--- src/rtl/decoder_scan.sv ---
// decoder_scan: registered one-hot decoder with a direct mode (decode s) and a
// scan mode (decode an internal index that can be loaded or stepped up/down).
// At an end index the scan either wraps around or saturates, and the wrap
// output pulses for one cycle in either case.
module decoder_scan #(
  parameter int SEL_W = 2,
  parameter int WRAP  = 1,
  localparam int OUT_W = 2 ** SEL_W
) (
  input  logic             clk,
  input  logic             rst,
  input  logic             en,
  input  logic             mode,
  input  logic [SEL_W-1:0] s,
  input  logic             load,
  input  logic             step,
  input  logic             dir,
  output logic [OUT_W-1:0] o,
  output logic [SEL_W-1:0] idx,
  output logic             valid,
  output logic             wrap
);

  typedef enum logic [0:0] {
    ST_IDLE   = 1'b0,
    ST_ACTIVE = 1'b1
  } state_t;

  localparam logic [SEL_W-1:0] ZERO_C    = {SEL_W{1'b0}};
  localparam logic [SEL_W-1:0] MAX_C     = {SEL_W{1'b1}};
  localparam logic [SEL_W-1:0] ONE_C     = SEL_W'(1'b1);
  localparam bit               WRAP_EN_C = (WRAP != 32'sd0);

  state_t           state_r;
  state_t           state_nxt_s;
  logic [SEL_W-1:0] idx_r;
  logic [SEL_W-1:0] idx_nxt_s;
  logic [OUT_W-1:0] o_r;
  logic [OUT_W-1:0] o_nxt_s;
  logic             valid_r;
  logic             valid_nxt_s;
  logic             wrap_r;
  logic             wrap_nxt_s;

  // One-hot image of an index value.
  function automatic logic [OUT_W-1:0] onehot_f(input logic [SEL_W-1:0] v);
    logic [OUT_W-1:0] r;
    r    = {OUT_W{1'b0}};
    r[v] = 1'b1;
    return r;
  endfunction

  // State and output registers; reset overrides every other input.
  always_ff @(posedge clk) begin
    if (rst) begin
      state_r <= ST_IDLE;
      idx_r   <= ZERO_C;
      o_r     <= {OUT_W{1'b0}};
      valid_r <= 1'b0;
      wrap_r  <= 1'b0;
    end else begin
      state_r <= state_nxt_s;
      idx_r   <= idx_nxt_s;
      o_r     <= o_nxt_s;
      valid_r <= valid_nxt_s;
      wrap_r  <= wrap_nxt_s;
    end
  end

  // Next state, next index (direct / load / step with wrap or saturate) and
  // next outputs. The entry edge from IDLE already applies the index update.
  always_comb begin
    state_nxt_s = state_r;
    idx_nxt_s   = idx_r;
    wrap_nxt_s  = 1'b0;

    case (state_r)
      ST_IDLE: begin
        if (en) begin
          state_nxt_s = ST_ACTIVE;
        end else begin
          state_nxt_s = ST_IDLE;
        end
      end
      ST_ACTIVE: begin
        if (!en) begin
          state_nxt_s = ST_IDLE;
        end else begin
          state_nxt_s = ST_ACTIVE;
        end
      end
      default: begin
        state_nxt_s = ST_IDLE;
      end
    endcase

    if (en) begin
      if (!mode) begin
        idx_nxt_s = s;
      end else if (load) begin
        idx_nxt_s = s;
      end else if (step) begin
        if (!dir) begin
          if (idx_r == MAX_C) begin
            wrap_nxt_s = 1'b1;
            idx_nxt_s  = WRAP_EN_C ? ZERO_C : idx_r;
          end else begin
            idx_nxt_s = idx_r + ONE_C;
          end
        end else begin
          if (idx_r == ZERO_C) begin
            wrap_nxt_s = 1'b1;
            idx_nxt_s  = WRAP_EN_C ? MAX_C : idx_r;
          end else begin
            idx_nxt_s = idx_r - ONE_C;
          end
        end
      end else begin
        idx_nxt_s = idx_r;
      end
    end else begin
      idx_nxt_s = idx_r;
    end

    if (state_nxt_s == ST_ACTIVE) begin
      o_nxt_s     = onehot_f(idx_nxt_s);
      valid_nxt_s = 1'b1;
    end else begin
      o_nxt_s     = {OUT_W{1'b0}};
      valid_nxt_s = 1'b0;
    end
  end

  assign o     = o_r;
  assign idx   = idx_r;
  assign valid = valid_r;
  assign wrap  = wrap_r;

endmodule

--- config.mk ---
export PLATFORM = sky130hd
export DESIGN_NAME = decoder_scan
export DESIGN_NICKNAME = d
export VERILOG_FILES = /design/src/rtl/decoder_scan.sv
export SDC_FILE = /design/constraint.sdc
export NUM_CORES = 1
export LEC_CHECK = 0
export CAP_MARGIN = 0
export CORE_AREA = 2 2 39 41
export CTS_BUF_LIST = sky130_fd_sc_hd__clkbuf_16
export CTS_CLUSTER_SIZE = 14
export DETAILED_ROUTE_END_ITERATION = 10
export DIE_AREA = 0 0 41 43
export DONT_BUFFER_PORTS = 1
export PLACE_DENSITY = 0.5
export SKIP_CTS_REPAIR_TIMING = 1
export SLEW_MARGIN = 40
export SYNTH_ARGS = -nofsm -noshare
export SYNTH_HDL_FRONTEND = slang
export SYNTH_SLANG_ARGS = --single-unit
--- constraint.sdc ---
create_clock -name clk -period 4.55 [get_ports clk]
set_clock_uncertainty 0.2 [all_clocks]
set_input_delay 0.6825 -clock clk [delete_from_list [all_inputs] [get_ports clk]]
set_output_delay 0.6825 -clock clk [all_outputs]
set_load 0.02 [all_outputs]
==> summary.txt <==
Critical path
  • CP bufs+invs: 1
  • R2R Setup Slk: 2.55 ns
  • CP delay by family, top: flip-flops
  • CP Class: register to register
  • CP Cell Sequence: inv_1, ha_1, xor2_1, a221o_1, and4_1
  • Critical path startpoint category: register
  • Crit path depth: 5
  • Worst Reg-to-Reg Cells: 5
  • Worst EP arrival: approximately 1.9 ns
  • CP Capture Type: register
  • Worst EP required: approximately 4.5 ns
  • CP max stage delay: ~0.52 ns
  • Start point of the critical path: idx[0]$_SDFF_PP0_
  • Reg2reg start: idx[0]$_SDFF_PP0_
  • Reg2Reg Capture Point: o[2]$_SDFF_PP0_
  • Capture point of the critical path: o[2]$_SDFF_PP0_
  • CP max FO: 6
  • Slowest stage cell, crit path: dfxtp_1

Placement
  • Dpl hpwl: ~600 um
  • I/O Buffers: 0
  • Placer Congestion: between 0.7 and 0.8
  • Dpl cells: between 50 and 60

STA
  • Fin crit share: 43.9%
  • Slew margin rel.: between 70 and 80%
  • RSZ-0062 raised after global routing: no
  • Final Slew Violations: 0
  • Sum of negative setup slack: 0 ns
  • Max frequency: 501 MHz
  • Worst slew pin tran: 0.356 ns
  • Final min period: 2.00 ns
  • Final setup vio count: 0
  • Hold Vio Cnt, Final: 0

Detailed routing
  • DRC violations left: 0
  • 1st-pass router iterations: 3
  • Routed WL: 744 um
  • Antenna viol nets, final: 0
  • First DRT Iteration DRCs: 4
  • Vias/cell: about 5.3
  • Routed vias: ~280
  • Avg WL per Cell: roughly 14 um

Yosys
  • Largest area contributor in the netlist: dfxtp_1
  • Synth Net Count: 46
  • Fraction of registers with async set/reset: 0%
  • Post-synthesis cell area: about 410 um^2
  • Mapped Cells: 35
  • Ys Warns: 0
  • Top cell type's share of synthesized area: between 30% and 40%
  • Synth Flop Type: dfxtp_1
  • Seq/Total Area, Yosys: 39.1%
  • EDFF count, synth: 0
  • Count leader, synth: dfxtp_1
  • Commonest cells in the netlist: dfxtp_1, a211oi_1, inv_1
  • Yosys cell types: 22
  • Synth Area per Inst: approximately 12 um^2
  • #FFs+latches synth: 8
  • Synth area leaders: dfxtp_1, ha_1, a211oi_1, a211oi_4, and4_1

Layout
  • Final nets: ~50
  • Final core occ: around 36%
  • Layout fillers: roughly 130
  • Fin cells: 54
  • Seq. cell area: about 160 um^2
  • Ant diodes: 0
  • Synthesis-to-layout area growth: 23.2%
  • Multi-input gate area: 238 um^2
  • Layout cells sized above 1: 23.7%

Global routing
  • Initial antenna violation count: 0
  • Gr usage total: ~9%
  • Largest net degree at the start of global routing: 7
  • Global-route wire length before repair: approximately 1.1 mm
  • Vias in the first global route: about 270
  • Remaining Overflow, GRT: 0

Pwr
  • Pwr/cell area: 486 nW/um^2
  • PnR Total Power: ~0.24 mW
  • Lkg Pwr: just over 0.2 nW
  • Max IR drop VDD: ~170 uV

Run
  • Max-Cap Viols: 0

CTS
  • Cts bufs inserted: 3
  • H-tree Lvls: 1
  • Clock insertion delay at the later pin of the skew report: 0.23 ns
  • TritonCTS clock tree: done
  • Clk buf depth: 2
  • Clk sinks: 8
  • Clock root cell: clkbuf_16
  • Clock Pin Slew Worst Setup and Hold Paths: about 0.030 ns

Floorplan
  • Die H: around 43 um
  • Die W: slightly above 40 um
  • Io pins: 17
  • Row count: 14
  • Core area: around 1400 um^2
  • Initial Utilization: 29.6%
  • Die ar.: 1760 um^2

Outcome
  • Status: completed

Hold path
  • Hold WC Path Type: input pin to register
## layer usage
metal / share of wire [%] / vias to the layer above / GRT usage, %
met5: 0 / - / 0
li1: - / 139 / -
met2: 38 / 16 / 10.9
met1: 47 / 127 / 12.1
met3: 12 / 2 / 5.24
met4: 2.8 / 0 / 6.00
## state kept, by name, summed over array words and instances, names as in the netlist
| signal | count |
|---|---|
| o | 4 |
| idx | 2 |
| valid | 1 |
| wrap | 1 |
## metrics by stage
step / hold slack [ns] / cell area [um^2] / setup slack [ns]
global route: 0.320 / 504 / 2.45
CTS: 0.316 / 504 / 2.53
finish: 0.319 / 504 / 2.55
global placement: 0.428 / 429 / 2.56
detailed placement: 0.436 / 429 / 2.54
floorplan: 0.383 / 409 / 2.68
## power breakdown
part           switching [mW]  total, mW  internal, mW
Clock                  0.0317      0.145         0.113
Combinational         0.00960     0.0195       0.00991
Sequential            0.00675     0.0806        0.0739
Total                  0.0481      0.245         0.197
## placed cells by master (no fill, tap or decap)
cell type / netlist / final
nand2b_4: 1 / 1
a211oi_1: 3 / 3
and2_1: 1 / 1
and4bb_2: 1 / 1
dfxtp_1: 8 / 8
nor3b_1: 1 / 1
nor2b_1: 1 / 1
a221oi_2: 1 / 1
xor2_1: 1 / 1
and3b_4: 1 / 1
a211oi_4: 1 / 1
nor2_1: 1 / 1
nand2b_1: 1 / 1
ha_1: 2 / 2
clkbuf_16: 0 / 3
mux2i_1: 1 / 1
o21bai_1: 1 / 1
inv_1: 3 / 3
and4_1: 2 / 2
o2111ai_2: 1 / 1
a21oi_1: 1 / 1
and4bb_1: 1 / 1
a221o_1: 1 / 1
## cells by family (layout without fill, tap and decap cells)
kind of cell,after synthesis,in the layout,share of synthesized area [%]
and+or+nand+nor,11,11,24.2
AOI/OAI and AO/OA,9,9,23.2
DFF,8,8,39.1
buffers and inverters,3,6,2.75
adders and majority gates,2,2,6.12
xor gates and xnor gates,1,1,2.14
muxes,1,1,2.45
## worst min path at each step
stage / startpoint / end / slack, ns / cells after the start
floorplan: idx[1]$_SDFF_PP0_ / idx[1]$_SDFF_PP0_ / 0.38 / 2
global placement: idx[1]$_SDFF_PP0_ / idx[1]$_SDFF_PP0_ / 0.43 / 2
detailed placement: idx[1]$_SDFF_PP0_ / idx[1]$_SDFF_PP0_ / 0.44 / 2
CTS: rst / idx[0]$_SDFF_PP0_ / 0.32 / 1
global route: rst / idx[1]$_SDFF_PP0_ / 0.32 / 1
finish: rst / idx[0]$_SDFF_PP0_ / 0.32 / 1
## cell type report
type,instances,share of cell area [%]
multi-input cells,24,47.1
flip-flops and latches,8,31.8
clock buffers,3,14.9
well taps,16,3.97
inverters,3,2.23
Power figures use the tool's default switching activity.
